### src/rtl/float_addition_core.sv
// Iterative IEEE-754 single-precision adder/subtractor: LOAD, ALIGN, ADD, NORM, ROUND, DONE.
// Optional status outputs ovf/unf/inx exist only when FP_FLAGS_EN is defined.
module float_addition_core (
  input  logic        clk,
  input  logic        reset,
  input  logic        op,
  input  logic [31:0] A,
  input  logic [31:0] B,
  output logic [31:0] result,
  output logic        done
`ifdef FP_FLAGS_EN
  ,
  output logic        ovf,
  output logic        unf,
  output logic        inx
`endif
);

  typedef enum logic [2:0] {
    LOAD  = 3'd0,
    ALIGN = 3'd1,
    ADD   = 3'd2,
    NORM  = 3'd3,
    ROUND = 3'd4,
    DONE  = 3'd5
  } state_t;

  state_t state_r, state_s;

  logic              sign_a_r, sign_b_r;
  logic [7:0]        exp_a_r, exp_b_r;
  logic [23:0]       mant_a_r, mant_b_r;
  logic              sign_r, sub_r;
  logic signed [9:0] exp_r;
  logic [27:0]       x_mant_r, y_mant_r, mant_r;
  logic [31:0]       result_r;
  logic              done_r;

  logic              eff_sign_b_s;
  logic              a_nan_s, b_nan_s, a_inf_s, b_inf_s, a_zero_s, b_zero_s;
  logic              special_s;
  logic [31:0]       special_res_s;

  // Special-operand detection on the live inputs, consumed only in LOAD
  always_comb begin
    eff_sign_b_s  = B[31] ^ op;
    a_nan_s       = (A[30:23] == 8'hFF) && (A[22:0] != 23'd0);
    b_nan_s       = (B[30:23] == 8'hFF) && (B[22:0] != 23'd0);
    a_inf_s       = (A[30:23] == 8'hFF) && (A[22:0] == 23'd0);
    b_inf_s       = (B[30:23] == 8'hFF) && (B[22:0] == 23'd0);
    a_zero_s      = (A[30:23] == 8'h00);
    b_zero_s      = (B[30:23] == 8'h00);
    special_s     = 1'b1;
    special_res_s = 32'h7FC0_0000;
    if (a_nan_s || b_nan_s) begin
      special_res_s = 32'h7FC0_0000;
    end else if (a_inf_s && b_inf_s && (A[31] != eff_sign_b_s)) begin
      special_res_s = 32'h7FC0_0000;
    end else if (a_inf_s) begin
      special_res_s = {A[31], 8'hFF, 23'd0};
    end else if (b_inf_s) begin
      special_res_s = {eff_sign_b_s, 8'hFF, 23'd0};
    end else if (a_zero_s && b_zero_s) begin
      special_res_s = {A[31] & eff_sign_b_s, 31'd0};
    end else begin
      special_s     = 1'b0;
      special_res_s = 32'd0;
    end
  end

  logic        a_ge_b_s, sign_x_s;
  logic [7:0]  exp_x_s, exp_y_s, diff_s;
  logic [27:0] x_ext_s, y_ext_s, y_shift_s;

  // Swap so X has the larger magnitude, then align Y with guard/round/sticky
  always_comb begin
    a_ge_b_s = ({exp_a_r, mant_a_r} >= {exp_b_r, mant_b_r});
    if (a_ge_b_s) begin
      sign_x_s = sign_a_r;
      exp_x_s  = exp_a_r;
      exp_y_s  = exp_b_r;
      x_ext_s  = {1'b0, mant_a_r, 3'b000};
      y_ext_s  = {1'b0, mant_b_r, 3'b000};
    end else begin
      sign_x_s = sign_b_r;
      exp_x_s  = exp_b_r;
      exp_y_s  = exp_a_r;
      x_ext_s  = {1'b0, mant_b_r, 3'b000};
      y_ext_s  = {1'b0, mant_a_r, 3'b000};
    end
    diff_s = exp_x_s - exp_y_s;
    if (diff_s >= 8'd27) begin
      y_shift_s = {27'd0, |y_ext_s};
    end else begin
      y_shift_s = (y_ext_s >> diff_s) |
                  {27'd0, |(y_ext_s & ((28'd1 << diff_s) - 28'd1))};
    end
  end

  logic [27:0] sum_s;

  // Mantissa adder/subtractor; X >= Y so the difference never goes negative
  always_comb begin
    if (sub_r) begin
      sum_s = x_mant_r - y_mant_r;
    end else begin
      sum_s = x_mant_r + y_mant_r;
    end
  end

  logic              round_up_s, ovf_s, unf_s;
  logic [24:0]       rounded_s;
  logic signed [9:0] exp_rnd_s;
  logic [22:0]       frac_rnd_s;
  logic [31:0]       round_res_s;

  // Round-to-nearest-even, renormalise a rounding carry, then clamp the exponent
  always_comb begin
    round_up_s = mant_r[2] & (mant_r[1] | mant_r[0] | mant_r[3]);
    rounded_s  = {1'b0, mant_r[26:3]} + {24'd0, round_up_s};
    if (rounded_s[24]) begin
      exp_rnd_s  = exp_r + 10'sd1;
      frac_rnd_s = rounded_s[23:1];
    end else begin
      exp_rnd_s  = exp_r;
      frac_rnd_s = rounded_s[22:0];
    end
    ovf_s = (exp_rnd_s >= 10'sd255);
    unf_s = (exp_rnd_s <= 10'sd0);
    if (ovf_s) begin
      round_res_s = {sign_r, 8'hFF, 23'd0};
    end else if (unf_s) begin
      round_res_s = {sign_r, 31'd0};
    end else begin
      round_res_s = {sign_r, exp_rnd_s[7:0], frac_rnd_s};
    end
  end

  // State register
  always_ff @(posedge clk) begin
    if (!reset) begin
      state_r <= LOAD;
    end else begin
      state_r <= state_s;
    end
  end

  // Next-state logic; NORM holds until the hidden bit (or carry) is set
  always_comb begin
    state_s = state_r;
    case (state_r)
      LOAD: begin
        if (special_s) begin
          state_s = DONE;
        end else begin
          state_s = ALIGN;
        end
      end
      ALIGN: state_s = ADD;
      ADD: begin
        if (sum_s == 28'd0) begin
          state_s = DONE;
        end else begin
          state_s = NORM;
        end
      end
      NORM: begin
        if (mant_r[27] || mant_r[26]) begin
          state_s = ROUND;
        end else begin
          state_s = NORM;
        end
      end
      ROUND:   state_s = DONE;
      DONE:    state_s = DONE;
      default: state_s = LOAD;
    endcase
  end

  // Datapath registers and registered outputs, advanced per state
  always_ff @(posedge clk) begin
    if (!reset) begin
      sign_a_r <= 1'b0;
      sign_b_r <= 1'b0;
      exp_a_r  <= 8'd0;
      exp_b_r  <= 8'd0;
      mant_a_r <= 24'd0;
      mant_b_r <= 24'd0;
      sign_r   <= 1'b0;
      sub_r    <= 1'b0;
      exp_r    <= 10'sd0;
      x_mant_r <= 28'd0;
      y_mant_r <= 28'd0;
      mant_r   <= 28'd0;
      result_r <= 32'd0;
      done_r   <= 1'b0;
    end else begin
      case (state_r)
        LOAD: begin
          sign_a_r <= A[31];
          sign_b_r <= eff_sign_b_s;
          exp_a_r  <= A[30:23];
          exp_b_r  <= B[30:23];
          mant_a_r <= a_zero_s ? 24'd0 : {1'b1, A[22:0]};
          mant_b_r <= b_zero_s ? 24'd0 : {1'b1, B[22:0]};
          if (special_s) begin
            result_r <= special_res_s;
            done_r   <= 1'b1;
          end
        end
        ALIGN: begin
          sign_r   <= sign_x_s;
          sub_r    <= sign_a_r ^ sign_b_r;
          exp_r    <= $signed({2'b00, exp_x_s});
          x_mant_r <= x_ext_s;
          y_mant_r <= y_shift_s;
        end
        ADD: begin
          mant_r <= sum_s;
          if (sum_s == 28'd0) begin
            result_r <= 32'd0;
            done_r   <= 1'b1;
          end
        end
        NORM: begin
          if (mant_r[27]) begin
            mant_r <= {1'b0, mant_r[27:2], mant_r[1] | mant_r[0]};
            exp_r  <= exp_r + 10'sd1;
          end else if (!mant_r[26]) begin
            mant_r <= {mant_r[26:0], 1'b0};
            exp_r  <= exp_r - 10'sd1;
          end
        end
        ROUND: begin
          result_r <= round_res_s;
          done_r   <= 1'b1;
        end
        DONE: begin
          done_r <= 1'b1;
        end
        default: begin
          done_r <= 1'b0;
        end
      endcase
    end
  end

  assign result = result_r;
  assign done   = done_r;

`ifdef FP_FLAGS_EN
  logic ovf_r, unf_r, inx_r;

  // Status flags, captured in the same cycle as the rounded result
  always_ff @(posedge clk) begin
    if (!reset) begin
      ovf_r <= 1'b0;
      unf_r <= 1'b0;
      inx_r <= 1'b0;
    end else if (state_r == ROUND) begin
      ovf_r <= ovf_s;
      unf_r <= unf_s;
      inx_r <= |mant_r[2:0];
    end else begin
      ovf_r <= ovf_r;
      unf_r <= unf_r;
      inx_r <= inx_r;
    end
  end

  assign ovf = ovf_r;
  assign unf = unf_r;
  assign inx = inx_r;
`endif

endmodule

### config.mk
export PLATFORM = sky130hd
export DESIGN_NAME = float_addition_core
export DESIGN_NICKNAME = d
export VERILOG_FILES = /design/src/rtl/float_addition_core.sv
export SDC_FILE = /design/constraint.sdc
export NUM_CORES = 1
export LEC_CHECK = 0
export ABC_AREA = 0
export BUFFER_PORTS_ARGS = -buffer_cell sky130_fd_sc_hd__clkbuf_2
export CAP_MARGIN = 20
export CORE_UTILIZATION = 45
export CTS_CLUSTER_DIAMETER = 150
export DETAILED_ROUTE_END_ITERATION = 7
export GPL_TIMING_DRIVEN = 0
export MAX_ROUTING_LAYER = met4
export PLACE_DENSITY = 0.73
export RECOVER_POWER = 50
export SETUP_SLACK_MARGIN = 0.3
export SLEW_MARGIN = 10
export SYNTH_ARGS = -nofsm -noshare
export SYNTH_HDL_FRONTEND = slang
export SYNTH_SLANG_ARGS = --single-unit
### constraint.sdc
create_clock -name clk -period 5.8 [get_ports clk]
set_input_delay 0.58 -clock clk [delete_from_list [all_inputs] [get_ports clk]]
set_output_delay 0.58 -clock clk [all_outputs]
set_load 0.01 [all_outputs]
==> impl_results.md <==
* Drt drc at 0
* Synth warn at 0
* Synthesized area at between 10,000 and 15,000 um2
* Area grow syn2layout at 14.47%
* Startpoint type of the worst setup path: flop
* Hold path cells at 3
* Hold Crit Start: A[25]
* FMAX at roughly 180 MHz
* H-Tree Level Count at 4
* Height of the die at about 180 um
* Max-Cap Viols at 0
* CP bufs+invs at 7
* Initial antenna violation count at 0
* Core Area at around 32,000 um2
* Multi-input combinational cell area at slightly above 10,000 um2
* Crit share post-route at 93.39%
* CTS Buf Count at 17
* Crit path time final at 5.417 ns
* Top cells by area, synth: dfxtp_1 (26%), a21oi_1 (7.3%), nand2_1 (6.6%)
* Remaining Overflow, GRT at 0
* Setup violators final at 0
* I/O pins at 100
* R2r worst-path depth at 24
* Final Slew Violations at 0
* Slew margin rel. at a little over a fifth
* CP top delay family: compound AO/OA/AOI/OAI gates
* Post-synth top flop: dfxtp_1
* Critical path fanouts, max at 10
* TritonCTS clock tree: done
* Fillers at 3,192
* First-pass GRT wire length at between 80,000 and 90,000 um
* Routed vias at around 16,000
* RSZ-0062 raised after global routing: false
* Vias in the first global route at 14,730
* Hold Crit Endpoint: exp_a_r[2]
* First-pass DRT Iterations at 6
* Detail Route Antenna Nets at 0
* Pwr/cell area at 449.7 nW/um2
* CP max stage cell: dfxtp_2
* Synth Register Bits at ~190
* Post-synthesis mux area share at 7.207%
* Top-count cell post-synth: nand2_1
* Compound-cell area share of the yosys netlist at approximately 27%
* R2r setup slk at around 0.38 ns
* Clock skew at between 0.01 and 0.015 ns
* DP Wirelength at ~43,000 um
* R2R Path Start: exp_b_r[4]
* Most common cell on crit path: nor2_1
* Critical Path RT at a little over 6 ns
* Clock Tree Buf Depth at 2
* Slowest stage delay, CP at 0.38 ns
* Post-synthesis instance total at ~2,000
* Post-synthesis xor/xnor area fraction at between 4 and 5%
* Critical Path, Cell by Cell: inv_1 -> ha_1 -> buf_6 -> nand4_1 -> buf_4 -> nor2_1 -> a2bb2oi_2 -> nand2_1 -> nor2_4 -> buf_4 -> clkbuf_4 -> buf_4 -> clkbuf_4 -> nor2_1 -> nor2_1 -> ha_1 -> a31oi_2 -> a211oi_1 -> a211oi_2 -> a21o_2 -> o21ai_1 -> nor2_1 -> a211o_1 -> a32o_1
* Post-synth top area share at a little over a quarter
* Hold Vio Cnt, Final at 0
* Number of DRC markers in iteration 0 at between 1,500 and 2,000
* Most frequent cells after synthesis: nand2_1 (255), a21oi_1 (214), dfxtp_1 (193)
* Worst vdd ir at 0.2720 mV
* Met2 usage at between 50% and 60%
* Worst-margin pin slew at between 1 and 1.5 ns
* Outcome: finished, final reports clean
* Initial Utilization at 45.98%
* Tot GR Track Use at approximately a third
* Diode count at 0
* Clk_lat worst skew at 0.46 ns
* Crit Path Class: reg -> reg
* Clock input transition at the sequential cells of the worst setup and hold paths at 0.08 ns
* Area share of fa/ha/maj cells after synthesis at about 5.3%
* Avg Cell Area, Syn at roughly 7.5 um2
* Nets at around 2,200
* R2r endpoint: y_mant_r[5]
* Synth cell types at 86
* IO Port Bufs at roughly 100
* Yosys top cell by area: dfxtp_1
* Worst hold margin at between 0.3 and 0.4 ns
* Drt total wl at ~55,000 um
* Largest family of logic cells by synthesized area: compound AO/OA/AOI/OAI gates
* Worst hold path class: in -> reg
* Register area share after synthesis at between 20% and 30%
* Routing usage on met3 at under 10%
* Detail-routed net length per standard cell at 21.86 um
* Placer congestion estimate at 0.9989
* Sink Count at between 150 and 200
* Met1 Track Usage GR at approximately 45%
* GR peak layer: met2
* Hold buffers post-CTS at 0
* Largest net degree at the start of global routing at 19
* EDFF count, synth at 0
* Simple-gate share of the synthesized area at 23.51%
* Ys async rst share at 0%
* Leak pwr at 6.314 nW
* Horiz. Die Dim at ~180 um
* Power, Total at 7.507 mW
* Crit. End Element: flop
* CP arrival at 5.77 ns
* Via-per-instance ratio at 6.339
* Die ar. at 33,130 um2
* CTS root buffer: clkbuf_16
* Layout cells sized above 1 at roughly 12%
* Register area at ~3900 um2
* Mapped Nets at around 2,100
* Row cnt at 65
kinds of logic (layout without fill, tap and decap cells):
group,after synthesis,in the layout
mux,79,79
xor+xnor,75,75
buf+inv,199,346
fa+ha+maj,62,62
flops,193,193
simple gates,740,740
compound gates,598,598
timing repair:
item / in CTS / in global routing
pin swaps: 7 / 15
resized for setup: 43 / 71
endpoints found under the setup margin: 62 / 62
gates cloned: 0 / 1
setup buffers: 8 / 5
cell usage in the layout (no fill, tap or decap), types with 10 or more instances in the layout:
master     count
a22oi_1       21
o2bb2ai_1     14
dfxtp_2       14
a211oi_1      25
o21ai_0       74
nor4_1        28
nor2b_1       15
and2_1        15
a311oi_1      31
and3_1        18
a221oi_1      24
mux4_2        20
mux2i_1       50
xor2_1        24
ha_1          60
o31ai_1       10
a31oi_1       19
inv_1         61
clkbuf_2      71
dfxtp_1      178
clkbuf_16     17
nand2b_1      13
buf_2         12
o211ai_1      14
nor2_1       176
a21o_1        25
clkbuf_1     128
buf_4         20
o21a_1        16
nand3_1       83
nor3_1        59
nand4_1       24
xnor2_1       49
a21oi_1      211
a22o_1        12
nand2_1      254
flip-flops by register name (all words and copies together) (netlist names):
name,count
sub_r,1
mant_a_r,24
sign_r,1
done,1
exp_r,10
exp_b_r,8
mant_r,28
x_mant_r,24
result,32
sign_a_r,1
y_mant_r,27
sign_b_r,1
exp_a_r,8
mant_b_r,24
state_r,3
power by group:
group / internal [mW] / switching (mW)
Clock: 0.720 / 0.604
Combinational: 1.65 / 2.85
Sequential: 1.47 / 0.214
Total: 3.84 / 3.66
worst register-to-register path: cells and delay by family, from the launching register on:
| kind | cells | cell delay, ns |
|---|---|---|
| AOI/OAI and AO/OA | 8 | 1.98 |
| buffers and inverters | 7 | 1.33 |
| and+or+nand+nor | 7 | 1.13 |
| adders and majority gates | 2 | 0.50 |
| DFF | 1 | 0.38 |
per-layer routing:
layer / share of wire, % / vias up
li1: - / 7474
met1: 44 / 7524
met2: 46 / 699
met3: 6.5 / 119
met4: 3.2 / 0
met5: 0 / -
final cells by class:
| type | count | area share (%) |
|---|---|---|
| inverters | 64 | 1.439 |
| well taps | 402 | 3.013 |
| plain buffers | 135 | 3.763 |
| clock inverters | 13 | 1.162 |
| multi-input cells | 1554 | 61.07 |
| flip-flops and latches | 193 | 23.27 |
| repair buffers | 115 | 3.560 |
| clock buffers | 19 | 2.713 |
per-stage QoR:
stage,util [%],TNS [ns],instances,cell area (um2),worst slack (ns)
after CTS,51.93,0,2487,16470,0.2810
after detailed placement,49.12,-28.09,2447,15580,-1.269
after floorplan,-,0,1946,14580,0.7553
after global placement,49.12,-28.30,2447,15580,-1.253
after global routing,52.63,0,2495,16690,0.2167
final,52.63,0,2495,16690,0.3835
how the worst max path moves through the flow:
stage            startpoint            to  depth (start not counted)
2_1_floorplan   mant_a_r[0]   y_mant_r[0]                         23
3_3_place_gp     exp_b_r[0]  y_mant_r[15]                         22
3_5_place_dp    mant_a_r[0]  y_mant_r[15]                         22
4_1_cts          exp_b_r[4]  y_mant_r[15]                         24
5_1_grt        mant_b_r[19]   y_mant_r[5]                         22
6_report         exp_b_r[4]   y_mant_r[5]                         24
(Power assumes the default switching activity.)
